[src/rtl/motor_arbiter.sv]
// motor_arbiter: frame-synchronous fixed-priority motor arbiter with brake gap and owner watchdog
//   clk, reset                        clock, async active-high reset
//   req[2:0]                          requests: 0 line follower, 1 turn, 2 station
//   ml/mr_rst_in, ml/mr_dir_in [2:0]  per-requester motor commands, indexed as req
//   clear_err                         sync clear of timeout_err
//   grant[2:0]                        one-hot owner or 000
//   frame_start                       high while frame counter is 0
//   motor_{l,r}_{reset,direction}     registered muxed motor commands
//   timeout_err                       sticky watchdog flag
module motor_arbiter #(
  parameter int PERIOD     = 2_000_000,
  parameter int MAX_FRAMES = 100
) (
  input  logic       clk,
  input  logic       reset,
  input  logic [2:0] req,
  input  logic [2:0] ml_rst_in,
  input  logic [2:0] ml_dir_in,
  input  logic [2:0] mr_rst_in,
  input  logic [2:0] mr_dir_in,
  input  logic       clear_err,
  output logic [2:0] grant,
  output logic       frame_start,
  output logic       motor_l_reset,
  output logic       motor_l_direction,
  output logic       motor_r_reset,
  output logic       motor_r_direction,
  output logic       timeout_err
);
  localparam int FW = $clog2(PERIOD);
  localparam int OW = $clog2(MAX_FRAMES + 1);
  typedef enum logic [1:0] {IDLE, OWN, GAP} state_t;
  state_t state;
  logic [FW-1:0] fcnt;
  logic [OW-1:0] ofc, ofc_inc;
  logic [2:0] mask, elig, pick, higher;
  logic bnd, wd, expire, leave;
  assign frame_start = fcnt == '0;
  always_comb begin
    bnd = fcnt == FW'(PERIOD - 1);
    elig = req & ~mask;
    pick = elig[2] ? 3'b100 : elig[1] ? 3'b010 : elig[0] ? 3'b001 : 3'b000;
    higher = {grant[1] | grant[0], grant[0], 1'b0};
    wd = grant[2] | grant[1];
    ofc_inc = ofc + OW'(1);
    expire = bnd && state == OWN && wd && ofc_inc == OW'(MAX_FRAMES);
    leave = bnd && state == OWN && (~|(req & grant) || |(elig & higher) || expire);
  end
  always_ff @(posedge clk or posedge reset) begin
    if (reset) begin
      state <= IDLE;
      grant <= '0;
      fcnt <= '0;
      ofc <= '0;
      mask <= '0;
      timeout_err <= 1'b0;
      {motor_l_reset, motor_l_direction, motor_r_reset, motor_r_direction} <= 4'b1010;
    end else begin
      fcnt <= bnd ? '0 : fcnt + FW'(1);
      timeout_err <= expire | (timeout_err & ~clear_err);
      // Outputs switch to brake on the leaving edge so the GAP frame starts braked.
      {motor_l_reset, motor_l_direction, motor_r_reset, motor_r_direction} <=
        (state == OWN && !leave) ? {|(ml_rst_in & grant), |(ml_dir_in & grant),
                                    |(mr_rst_in & grant), |(mr_dir_in & grant)} : 4'b1010;
      if (bnd) begin
        mask <= ((mask & req) | (expire ? grant : 3'b000)) & 3'b110;
        if (state != OWN) begin
          state <= |pick ? OWN : IDLE;
          grant <= pick;
          ofc <= '0;
        end else if (leave) begin
          state <= GAP;
          grant <= '0;
        end else if (wd) begin
          ofc <= ofc_inc;
        end
      end
    end
  end
endmodule
[config.mk]
export PLATFORM = sky130hd
export DESIGN_NAME = motor_arbiter
export DESIGN_NICKNAME = d
export VERILOG_FILES = /design/src/rtl/motor_arbiter.sv
export SDC_FILE = /design/constraint.sdc
export NUM_CORES = 1
export LEC_CHECK = 0
export BUFFER_PORTS_ARGS = -buffer_cell sky130_fd_sc_hd__clkbuf_2
export CAP_MARGIN = 20
export CORE_MARGIN = 4
export CORE_UTILIZATION = 61
export DETAILED_ROUTE_END_ITERATION = 10
export GPL_TIMING_DRIVEN = 0
export HOLD_SLACK_MARGIN = 0.05
export PLACE_DENSITY = 0.85
export SETUP_SLACK_MARGIN = 0.5
export SLEW_MARGIN = 20
export SYNTH_ARGS = -nofsm -noshare
export SYNTH_HDL_FRONTEND = slang
export SYNTH_SLANG_ARGS = --single-unit
[constraint.sdc]
create_clock -name clk -period 4.2 [get_ports clk]
set_input_delay 0.42 -clock clk [delete_from_list [all_inputs] [get_ports clk]]
set_output_delay 0.42 -clock clk [all_outputs]
set_load 0.01 [all_outputs]
### Word level (Yosys, flattened, before mapping)

Index checks and enable logic that the tools add are counted.

* add/subtract/negate cells: 2
* multiply operators: 0
* divide/modulo/power cells: 0
* $lt $le $gt $ge: 0
* equality and inequality tests: 5
* shifts and indexed selects: 0
* mux-type cells: 14
* bitwise operators: 15
* reductions and logical operators: 21

Operator list (count)
* 3-bit bitwise AND: 8
* 21-bit by 1-bit adder with 21-bit output, second input constant: 1
* 21-bit equality test, second input constant: 1
* 21-bit zero test: 1
* 21-bit two-way mux: 1
* 7-bit two-way mux: 3
* 3-bit OR reduction: 7
* 3-bit two-way mux: 4
* 7-bit by 1-bit adder with 7-bit output, second input constant: 1
* 7-bit equality test, second input constant: 1
* 2-bit two-way mux: 3
* 1-bit logical AND: 5
* 4-bit two-way mux: 1
* 2-bit by 1-bit inequality test with 1-bit output, second input constant: 2
* 2-bit nonzero test: 2
* 3-bit inverter: 1
* 1-bit bitwise OR: 3
* 3-bit bitwise OR: 1
* 3-bit AND reduction: 1
* 2-bit by 1-bit equality test with 1-bit output, second input constant: 1
* 1-bit zero test: 2
* 1-bit logical OR: 2
* 1-bit two-way mux: 2
* 2-bit AND reduction: 1
* 2 further kinds: 2

* bits in registers: 40
* latch bits: 0
* RAM bits: 0
* ROM bits: 0
* output and inout port bits: 9
* memories kept: 0

### Longest topological paths before layout

* depth after elaboration: 10
* gate-level depth with buffers: 8
* mapped depth without buffers: 6

### Worst setup path after synthesis

OpenSTA, ideal clock, no wires.

* path kind: reg-to-reg
* start point: register fcnt[0]
* end point: register ofc[2]
* setup time: 0.069 ns
* arrival: 2.129 ns
* required time: 4.131 ns
* setup slack: 2.002 ns
* stages on the path, launching flop included: 8
* buffers on the path: 1
* period minus slack after synthesis: 2.198 ns
* path through: dfrtp_1 -> ha_1 -> nand2_1 -> or2_4 -> or4_1 -> buf_2 -> or4b_1 -> nand3_1

* longest elaborated chain between the ends: 8

Ends and longest elaborated chain
* from (decl): line 34 `logic [FW-1:0] fcnt;`
* from (signal assigned): line 59 `fcnt <= bnd ? '0 : fcnt + FW'(1);`
* 21-bit equality test (*): line 40 `bnd = fcnt == FW'(PERIOD - 1);`
* 1-bit logical AND: line 46, 47
* 1-bit logical AND (2 in a row): line 46 `expire = bnd && state == OWN && wd && ofc_inc == OW'(MAX_FRAMES);`
* 1-bit logical OR: line 47 `leave = bnd && state == OWN && (~|(req & grant) || |(elig & higher) || expire);`
* 1-bit logical AND: line 47
* 2-bit by 1-bit inequality test with 1-bit output (no line)
* 3-bit AND reduction (no line) (*)
* to (signal assigned): line 75 `ofc <= ofc_inc;`
* to (decl): line 35 `logic [OW-1:0] ofc, ofc_inc;`

Every way passes the cells marked *; elsewhere a longest branch is shown, timed or not.
A chain may end at the register's enable or synchronous reset.

### Worst setup path in the final report

* start point: register fcnt[0]
* end point: register mask[2]

* longest elaborated chain between the ends: 6

Ends and longest elaborated chain
* 21-bit equality test (*): line 40
* 1-bit logical AND (3 in a row): line 46
* 3-bit two-way mux: line 66 `mask <= ((mask & req) | (expire ? grant : 3'b000)) & 3'b110;`
* 3-bit bitwise OR: line 66
* to (signal assigned): line 66
* to (decl): line 36 `logic [2:0] mask, elig, pick, higher;`

Marked as above.

==> reports/qor.csv <==
stage;metric;value;unit
run_status;status;complete, no violations;
route;number of remaining DRC errors;0;
timing;Final Skew;0.0114;ns
yosys;Synth area leader;dfrtp_1;
yosys;Avg Cell Area, Syn;9.81;um^2
yosys;Yosys reg bits;40;
placed_design;IO Port Bufs;26;
route;WL final;4530;um
yosys;Synth cell types;51;
floorplan;initial cell density of the core;66.3;%
floorplan;die span in y;66.5;um
timing;Tmin final;2.72;ns
route;Avg WL per Cell;15.5;um
flow_run;Max Cap Viol;0;
yosys;Syn Inst Count;213;
worst_setup_path;CP Launch Type;register;
clock_tree;CTS tree;done;
finish;area growth from synthesis to layout;15.1;%
yosys;post-synth top area share;45.5;%
worst_setup_path;worst r2r path cells;7;
finish;layout cells sized above 1;17.7;%
timing;RSZ-0062 raised after global routing;no;
finish;layout net count;270;
worst_setup_path;capturing element type of the critical path;register;
route;Starting DRT DRC Count;104;
pwr;Psw;138;uW
yosys;Seq/Total Area, Yosys;48.0;%
timing;Setup violations, final;0;
worst_setup_path;WP buf/inv;1;
route;vias;1792;
clock_tree;Clk Latency, worst-skew pair;0.35;ns
worst_setup_path;Req. time, crit path;4.48;ns
timing;Slew HR;28.8;%
pwr;leak pwr;1.07;nW
timing;Max Freq;0.368;GHz
placed_design;RD Place Congestion;0.814;
yosys;Mapped Area;0.00209;mm^2
worst_setup_path;critical path depth in cells;7;
pwr;Cell Pwr Density;287;mW/mm^2
floorplan;core area;0.00315;mm^2
yosys;synthesized net count;235;
pwr;Comb pwr share;2.8;%
hold_path;Hold Path Stages;2;
floorplan;total die area;0.00443;mm^2
clock_tree;CTS root buf;clkbuf_4;
timing;final hold violation count;0;
finish;Antenna Cells;0;
clock_tree;CTS Buf Count;5;
clock_tree;H-Tree Depth;2;
floorplan;row cnt;20;
worst_setup_path;Top Family by Delay on Critical Path;simple AND/OR/NAND/NOR gates;
grt;initial antenna violation count;0;
yosys;top-count cell post-synth;dfrtp_1;
floorplan;IO Count;27;
clock_tree;Reg clk slew, reported paths;0.12;ns
grt;first-pass GRT wire length;8030;um
pwr;VDD IR-drop max;0.000224;V
placed_design;dpl hpwl;3280;um
yosys;Synth Flop Type;dfrtp_1;
grt;largest net degree at the start of global routing;28;
pwr;Int Power;552;uW
route;first-pass detailed-route iteration total;4;
worst_setup_path;CP Max Fanout;10;
pwr;Clock power frac;41.3;%
timing;Worst Tran Pin Value;1.06;ns
worst_setup_path;WP data arrival;3.00;ns
yosys;commonest cells in the netlist;dfrtp_1 (38), nand2_1 (17), nand3_1 (16), nor2_1 (16), o21ai_0 (13);
worst_setup_path;Setup CP Type;register to register;
floorplan;die width;66.5;um
hold_path;min-delay worst type;primary input to register;
grt;vias in the first global route;1758;
yosys;EDFF count, synth;0;
finish;fillers;240;
yosys;Synth area leaders;dfrtp_1 (46%), xor2_1 (4.6%), nand3_1 (3.8%);
timing;max-slew violations;0;
grt;GRT Total Usage;23.9;%
route;detailed-route vias per instance;6.12;
timing;Final Cycle Share;64.7;%
grt;Overflow after GRT;0;
finish;post-layout util;76.3;%
pwr;Sw Ratio;20.0;%
route;antenna-violating nets left;0;
timing;setup TNS;0;ns
worst_setup_path;CP peak stage delay;0.91;ns
yosys;Synth Warn #;0;
worst_setup_path;Crit-path slowest cell;nor4_1;
worst_setup_path;critical-path cell list;ha_1 > nand2_1 > or2_4 > nor4_1 > buf_2 > nand3_1 > o21ai_0;
clock_tree;clk sinks;40;
clock_tree;deepest clock path buffer count;2;
clock_tree;Post-CTS Setup Bufs;0;
yosys;asr flop ratio synth;100;%
pwr;Seq pwr share;55.8;%
==> cell families (layout without fill, tap and decap cells) <==
group	Yosys count	count (layout)	share of synthesized area (%)
muxes	1	1	0.479
buffers and inverters	17	53	3.17
and+or+nand+nor	94	94	24.9
DFF	40	40	48.0
adders and majority gates	4	4	2.40
xor gates and xnor gates	18	18	7.54
AOI/OAI and AO/OA	39	39	13.5
==> final cells by class <==
cell class	instances	area [um^2]	area share (%)
Buffer	9	36.3	1.51
Clock buffer	7	65.1	2.70
Clock inverter	1	30.0	1.25
Inverter	8	30.0	1.25
Multi-Input combinational cell	156	1030	42.6
Sequential cell	40	1000	41.7
Tap cell	44	55.1	2.29
Timing Repair Buffer	28	160	6.66
==> timing repair <==
item,4_1_cts,5_1_grt
setup endpoints to repair,0,0
endpoints found under the hold margin,13,0
hold buffers,1,0
gates resized for setup,0,0
==> path summary, 6_finish.rpt <==
kind                           start       endpoint  slack [ns]
hold reg to reg              fcnt[8]        fcnt[8]        0.51
setup / recovery             fcnt[0]        mask[2]        1.48
hold / removal             clear_err    timeout_err        0.24
setup reg to reg             fcnt[0]        mask[2]        1.48
max in group asynchronous      reset  motor_r_reset        3.12
min in group asynchronous      reset        fcnt[7]        0.57
==> placed cells by master, fill, tap and decap left out, types with 2 or more instances in the layout <==
cell type  netlist  routed
dfrtp_1         38      38
clkbuf_2         0      26
nand2_1         17      17
nand3_1         16      16
nor2_1          16      16
o21ai_0         13      13
xor2_1          11      11
inv_1            8       7
xnor2_1          7       7
nor4_1           7       6
clkbuf_1         5       5
a222oi_1         5       5
nor3_1           5       5
clkbuf_4         0       5
nor2b_1          4       4
ha_1             4       4
nand4_1          3       3
or4_1            3       3
nand2b_1         3       3
o31ai_1          3       3
and4_1           3       3
and2_1           3       3
or3_1            2       2
buf_2            2       2
a21oi_1          2       2
a22o_1           2       2
buf_1            2       2
a32o_1           2       2
and3_1           2       2
clkbuf_8         0       2
dfstp_2          2       2
==> state kept, by name, summed over array words and instances, names as in the netlist <==
signal and count:
fcnt 21, ofc 7, grant 3, mask 2, state 2, motor_l_direction 1, motor_l_reset 1, motor_r_direction 1
motor_r_reset 1, timeout_err 1
==> per-layer routing <==
| metal | vias to the layer above | GRT usage [%] | wire [um] |
|---|---|---|---|
| met5 | - | 0 | 0 |
| met4 | 0 | 9.14 | 87 |
| met3 | 11 | 4.22 | 157 |
| met2 | 40 | 40.4 | 2310 |
| met1 | 884 | 30.3 | 1980 |
| li1 | 857 | - | - |
==> power groups by stage <==
stage	Sequential, mW	Clock [mW]	Combinational [mW]
after global placement	0.392	0	0.0164
after CTS	0.385	0.290	0.0201
after global routing	0.385	0.310	0.0228
after floorplan	0.392	0	0.00635
final	0.385	0.285	0.0195
after detailed placement	0.392	0	0.0193
==> through the flow <==
stage                     instance area (um^2)  cells  worst slack (ns)  power (mW)  hold slack, ns
after floorplan                           2090    213              2.00       0.399           0.456
after global placement                    2270    283              1.44       0.409           0.483
after detailed placement                  2290    284              1.50       0.412           0.384
after CTS                                 2400    293              1.48       0.695           0.233
after global routing                      2410    293              1.31       0.719           0.240
final                                     2410    293              1.48       0.690           0.244
Power figures use the tool's default switching activity.
